--- src/rtl/edge_blip_pkg.sv ---
// Shared constants and helpers for the edge blip bank: edge-mode codes,
// parameter limits and the edge/mode match used by every channel.
package edge_blip_pkg;

  localparam int EDGE_RISE = 0;
  localparam int EDGE_FALL = 1;
  localparam int EDGE_BOTH = 2;

  localparam int MAX_NCH         = 32;
  localparam int MAX_SYNC_STAGES = 4;
  localparam int MAX_DB_CYCLES   = 255;

  // True when a transition in the given direction should raise a blip.
  function automatic logic edge_match(input int mode, input logic rising);
    return (mode == EDGE_BOTH) ||
           ((mode == EDGE_RISE) && rising) ||
           ((mode == EDGE_FALL) && !rising);
  endfunction

endpackage

--- src/rtl/edge_blip_chan.sv ---
// One channel: synchroniser chain, debounce counter, registered edge blip
// and sticky pending flag.
module edge_blip_chan
  import edge_blip_pkg::*;
#(
  parameter int SYNC_STAGES = 2,
  parameter int DB_CYCLES   = 4,
  parameter int EDGE_MODE   = EDGE_RISE
) (
  input  logic clk_i,
  input  logic rst_ni,
  input  logic in_i,
  input  logic en_i,
  input  logic clr_i,
  output logic level_o,
  output logic blip_o,
  output logic pending_o
);

  localparam int CNT_W = $clog2(DB_CYCLES + 1);
  localparam logic [CNT_W-1:0] CNT_LAST = CNT_W'(DB_CYCLES - 1);

  logic [SYNC_STAGES-1:0] sync_q, sync_d;
  logic [CNT_W-1:0]       cnt_q, cnt_d;
  logic                   level_q, level_d;
  logic                   blip_q, blip_d;
  logic                   pend_q, pend_d;
  logic                   synced;
  logic                   toggle;

  assign synced = sync_q[SYNC_STAGES-1];

  always_comb begin
    sync_d  = {sync_q[SYNC_STAGES-2:0], in_i};
    cnt_d   = cnt_q;
    level_d = level_q;
    toggle  = 1'b0;
    // Any sample agreeing with the accepted level restarts the hold count.
    if (synced == level_q) begin
      cnt_d = '0;
    end else if (cnt_q == CNT_LAST) begin
      cnt_d   = '0;
      level_d = ~level_q;
      toggle  = 1'b1;
    end else begin
      cnt_d = cnt_q + 1'b1;
    end
    blip_d = toggle & en_i & edge_match(EDGE_MODE, ~level_q);
    // A new blip beats a same-cycle clear.
    pend_d = blip_d | (pend_q & ~clr_i);
  end

  always_ff @(posedge clk_i or negedge rst_ni) begin
    if (!rst_ni) begin
      sync_q  <= '0;
      cnt_q   <= '0;
      level_q <= 1'b0;
      blip_q  <= 1'b0;
      pend_q  <= 1'b0;
    end else begin
      sync_q  <= sync_d;
      cnt_q   <= cnt_d;
      level_q <= level_d;
      blip_q  <= blip_d;
      pend_q  <= pend_d;
    end
  end

  assign level_o   = level_q;
  assign blip_o    = blip_q;
  assign pending_o = pend_q;

endmodule

--- src/rtl/edge_blip_bank.sv ---
// Bank of NCH independent debounced edge detectors plus a combined
// any-blip indication taken straight from the registered blip vector.
module edge_blip_bank
  import edge_blip_pkg::*;
#(
  parameter int NCH         = 5,
  parameter int SYNC_STAGES = 2,
  parameter int DB_CYCLES   = 4,
  parameter int EDGE_MODE   = EDGE_RISE
) (
  input  logic           clk,
  input  logic           resetN,
  input  logic [NCH-1:0] inLevel,
  input  logic [NCH-1:0] chanEn,
  input  logic [NCH-1:0] clrPend,
  output logic [NCH-1:0] levelOut,
  output logic [NCH-1:0] blip,
  output logic [NCH-1:0] pending,
  output logic           anyBlip
);

  if (NCH < 1 || NCH > MAX_NCH ||
      SYNC_STAGES < 2 || SYNC_STAGES > MAX_SYNC_STAGES ||
      DB_CYCLES < 1 || DB_CYCLES > MAX_DB_CYCLES ||
      EDGE_MODE < EDGE_RISE || EDGE_MODE > EDGE_BOTH) begin : g_bad_param
    $error("edge_blip_bank: parameter out of range");
  end

  for (genvar i = 0; i < NCH; i++) begin : g_chan
    edge_blip_chan #(
      .SYNC_STAGES(SYNC_STAGES),
      .DB_CYCLES  (DB_CYCLES),
      .EDGE_MODE  (EDGE_MODE)
    ) u_chan (
      .clk_i    (clk),
      .rst_ni   (resetN),
      .in_i     (inLevel[i]),
      .en_i     (chanEn[i]),
      .clr_i    (clrPend[i]),
      .level_o  (levelOut[i]),
      .blip_o   (blip[i]),
      .pending_o(pending[i])
    );
  end

  assign anyBlip = |blip;

endmodule

--- config.mk ---
export PLATFORM = sky130hd
export DESIGN_NAME = edge_blip_bank
export DESIGN_NICKNAME = d
export VERILOG_FILES = /design/src/rtl/edge_blip_pkg.sv /design/src/rtl/edge_blip_chan.sv /design/src/rtl/edge_blip_bank.sv
export SDC_FILE = /design/constraint.sdc
export NUM_CORES = 1
export LEC_CHECK = 0
export BUFFER_PORTS_ARGS = -buffer_cell sky130_fd_sc_hd__buf_2
export CORE_AREA = 5 5 81 46
export DETAILED_ROUTE_END_ITERATION = 10
export DIE_AREA = 0 0 86 51
export GPL_TIMING_DRIVEN = 0
export PLACE_DENSITY = 0.8
export SYNTH_ARGS = -nofsm -noshare
export SYNTH_HDL_FRONTEND = slang
export SYNTH_SLANG_ARGS = --single-unit
--- constraint.sdc ---
create_clock -name clk -period 2.78 [get_ports clk]
set_clock_uncertainty 0.05 [all_clocks]
set_input_delay 0.695 -clock clk [delete_from_list [all_inputs] [get_ports clk]]
set_output_delay 0.695 -clock clk [all_outputs]
set_load 0.03 [all_outputs]
Word-level counts from Yosys, hierarchy flattened --
Cells that the tools add are included.
Word-level totals: flip-flop bits (word level) 40, input port bits 17, output and inout port bits 16, word-level logic and storage cells 101
Cells by class: $add $sub $neg 5, eq/ne operators 10, muxes and demuxes 20, bitwise gates (word level) 35, reduce and logical (&&, ||, !) cells 6
Operators with widths (number):
- two-way mux 3 bit | 10
- adder 3 x 1 -> 3 bit, second input constant | 5
- AND 1 bit | 15
- == test 3 x 2 -> 1 bit, second input constant | 5
- NOT 1 bit | 15
- two-way mux 1 bit | 10
- AND reduction 2 bit | 5
- == test 1 bit | 5
- OR 1 bit | 5
- OR reduction 5 bit | 1

Logic depth before layout (Yosys ltp) --
word-level depth 6, depth in mapped cells 3, mapped depth without buffers 3

Hierarchy --
From an unflattened synthesis, not the netlist that was laid out.
Second synthesis, totals: cell total of the unflattened synthesis 103, area, all modules 1497.7 um^2
Modules (own cells, without submodules):
- edge_blip_chan (g_chan[1].u_chan ...) | times used 3, cells an instance 20, area an instance 299.0 um^2, sequential area each 200.2 um^2
- edge_blip_chan (g_chan[0].u_chan ...) | times used 2, cells an instance 20, area an instance 294.0 um^2, sequential area each 200.2 um^2
- edge_blip_bank | times used 1, cells an instance 3, area an instance 12.5 um^2, sequential area each 0.0 um^2

Worst setup path before layout --
Ideal clock, no wire load.
kind register to output, start point register g_chan[1].u_chan.blip_q, end point output anyBlip, arrival 0.733 ns, required time 2.035 ns, path slack 1.302 ns, stages on the path, launching flop included 3, path buffers 0, cells stage by stage dfrtp_1 -> nor3_1 -> nand2_1
On the way: word-level cells in the longest chain between the ends 1
RTL lines:
- start: declaration | line edge_blip_chan.sv:26 | logic blip_q, blip_d;
- start signal: assignment | line edge_blip_chan.sv:64 | blip_q <= blip_d;
- OR reduction 5 bit | line edge_blip_bank.sv:46 | assign anyBlip = |blip;
- end: declaration | line edge_blip_bank.sv:19 | output logic anyBlip
No other way between the ends.

Worst setup path in the final report --
Same ends and word-level chain as after synthesis.

==> results.ini <==
[outcome]
status=finished, final reports clean

[die]
number_of_placed_i_o_pins=33
chip_width_um=86
rows=14
floorplan.initialDensity_pct=54.59
die_boundary_height_um=51
core_um2=2890
die_area_um2=4386

[critical_path]
r2r_slack_ps=1490
worstSetupEndpointType=primary output
critical_path_required_ps=2040
timing.rr.start=g_chan[3].u_chan.cnt_q[0]
ordered_cell_list_for_the_critical_path=nor3_1 -> nand2_1 -> buf_2
crit_fanout=2
ff2ff_path_depth=3
r2r_end=g_chan[3].u_chan.level_o
critical-path-slowest-cell=sky130_fd_sc_hd__dfrtp_1
path_class=reg2out
kind_of_cell_adding_the_most_delay_to_the_critical_path=flip-flops
critPathLaunchType=register
count_of_buffering_cells_on_the_critical_path_with_inverters_included=1
timing.critical_path.slowest_cell_delay_ps=400
critPathArrivalTime_ps=1120

[global_routing]
antenna_violations_before_repair=0
grt-ovfl-total=0
wire_length_of_the_first_global_routing_pass_um=4388
grt_start_max_net_pins=41
gr-usage-all-layers_pct=13.76
first_global_vias=937

[job]
drv.max_cap_violation_count=0

[pwr]
sequentialPowerShare_pct=47.8
sw_frac_of_total_pct=31.68
ir_drop_mv=0.5683
power-per-cell-area_nw_per_um2=870.5
cell_internal_pwr_mw=1.117
share_comb_of_total_power_pct=28.7
clkPwrFrac_pct=23.5
cellLeakagePower_nw=0.9429
p_sw_uw=517.9

[logic_synthesis]
synthDominantAreaCellType=sky130_fd_sc_hd__dfrtp_1
syn_inst=119
number_of_synthesized_flops_with_an_enable_pin=0
ys_top_cells_by_area=sky130_fd_sc_hd__dfrtp_1 (63%), sky130_fd_sc_hd__buf_4 (7.1%), sky130_fd_sc_hd__nor3b_1 (4.3%)
synth_async_sr_flop_share_pct=100.0
synthesis.area_um2=1578
seq_total_area_yosys_pct=63.44
synthTopCellsByCount=sky130_fd_sc_hd__dfrtp_1 (40), sky130_fd_sc_hd__buf_4 (15), sky130_fd_sc_hd__nor3_1 (11)
synth_cell_types=17
ys.flop_type=sky130_fd_sc_hd__dfrtp_1
ys_seq_elements=40
yosysMostFrequentCell=sky130_fd_sc_hd__dfrtp_1
netlist.area_leader.share_pct=63.44
syn_nets=141
ys_warn_count=0
average_size_of_a_mapped_cell_um2=13.26

[clock_tree]
post_cts_buffers=0
cts_tree=done
clock_tree.root_cell=sky130_fd_sc_hd__clkbuf_8
clock_tree_buf_depth=2
total_clock_buffers_created_by_cts=5
clock_slew_seen_by_the_registers_of_the_worst_setup_and_hold_paths_ps=70
htreeDepth=2
postCtsResizedCells=0
clk_latency_ps=290
postCtsHoldBufs=0
cts.sink_count=40

[drt]
drt.antenna.violating_nets=0
post-route-drc-count=0
post_drt_wl_per_cell_um=12.80
routed-via-count=933
firstDrtPassIters=4
drt_iter0_markers=23
routed_wirelength_um=2548
routed_via_density=4.688

[sta]
grt_setup_unrepaired=no
achievable-frequency_mhz=535.0
max_slew.worst_pin.slew_ps=845.8
fin_setup_tns_ps=0
share_of_the_cycle_needed_by_the_critical_path_after_routing_pct=67.24
min_period_ps=1869
report.final.hold_viol_count=0
timing.final.max_slew_violations=0
max-slew-margin-rel_pct=43.61
final-setup-viol-count=0

[hold_path]
min_path_type=reg2reg
hold-path-cell-count=0
worstHoldStart=g_chan[3].u_chan.sync_q[0]
hold_end=g_chan[3].u_chan.sync_q[1]

[cells_and_area]
final_nets=180
final.fill_count=214
final_core_utilization_pct=64.98
drive_above_1_share_pct=37.74
sequential_cell_area_um2=1001
num_antenna_cells=0
area.growth.synth_to_final_pct=19.03
multi_input_area_um2=437.9

[placed_design]
gp_routability_congestion=0.7729
portBuffers=32
dp.final_hpwl_um=1937

## registers in the layout, summed over array words and instances (netlist names)
signal / flops
g_chan.u_chan.blip_o: 5
g_chan.u_chan.cnt_q: 15
g_chan.u_chan.level_o: 5
g_chan.u_chan.pending_o: 5
g_chan.u_chan.sync_q: 10
## per-stage QoR
stage | hold slack, ps | instances | setup WS (ps) | total power [mW] | area (um^2)
2_1_floorplan | 281.2 | 119 | 1302 | 1.136 | 1578
3_3_place_gp | 284.0 | 191 | 1242 | 1.228 | 1788
3_5_place_dp | 290.3 | 191 | 1227 | 1.270 | 1788
4_1_cts | 306.2 | 199 | 904.7 | 1.655 | 1878
5_1_grt | 317.6 | 199 | 824.4 | 1.745 | 1878
6_report | 303.2 | 199 | 910.7 | 1.635 | 1878
## area by class of cell
cell class / instances / share of cell area, %
repair buffers: 32 / 8.528
flip-flops and latches: 40 / 53.30
clock buffers: 8 / 4.797
inverters: 7 / 1.399
plain buffers: 15 / 5.996
well taps: 40 / 2.665
multi-input cells: 57 / 23.32
## how the worst max path moves through the flow
stage | from | end | cells after the start
after floorplan | g_chan[1].u_chan.blip_o | anyBlip | 2
after global placement | g_chan[1].u_chan.blip_o | anyBlip | 3
after detailed placement | g_chan[1].u_chan.blip_o | anyBlip | 3
after CTS | g_chan[1].u_chan.blip_o | anyBlip | 3
after global routing | g_chan[1].u_chan.blip_o | anyBlip | 3
final | g_chan[1].u_chan.blip_o | anyBlip | 3
## worst register-to-register path, delay by kind of cell, from the launching register on
| family | cells | cell delay [ps] |
|---|---|---|
| flops | 1 | 360 |
| mux | 1 | 360 |
| simple gates | 1 | 210 |
| fa+ha+maj | 1 | 190 |
## power by group through the flow
| stage | Clock, mW | Combinational, mW | Sequential, mW |
|---|---|---|---|
| floorplan | 0 | 0.368 | 0.768 |
| global placement | 0 | 0.449 | 0.779 |
| detailed placement | 0 | 0.478 | 0.792 |
| CTS | 0.396 | 0.478 | 0.781 |
| global route | 0.433 | 0.517 | 0.795 |
| finish | 0.384 | 0.470 | 0.782 |
## cell families after synthesis
logic type      share of synthesized area [%]
flops                                   63.44
simple gates                            15.07
buf+inv                                 8.803
compound gates                          3.092
xor+xnor                                2.775
fa+ha+maj                               3.965
mux                                     2.855
## cell usage in the layout (no fill, tap or decap), drive strengths merged
master  count
nor2        1
clkbuf      8
nor2b       6
inv         7
mux2        4
ha          5
dfrtp      40
o32ai       5
nand2b      4
nor3b       9
nand2       5
xnor2       5
o21ai       1
nand3b      1
nor3       11
buf        47
## routing by layer
metal  up-vias  GRT usage [%]  share of wire (%)
met1       441          16.22                 44
met2        20          20.46                 48
met4         0          5.263               0.63
met5         -              0                  0
met3         5          8.668                6.9
li1        467              -                  -
Power figures use the tool's default switching activity.
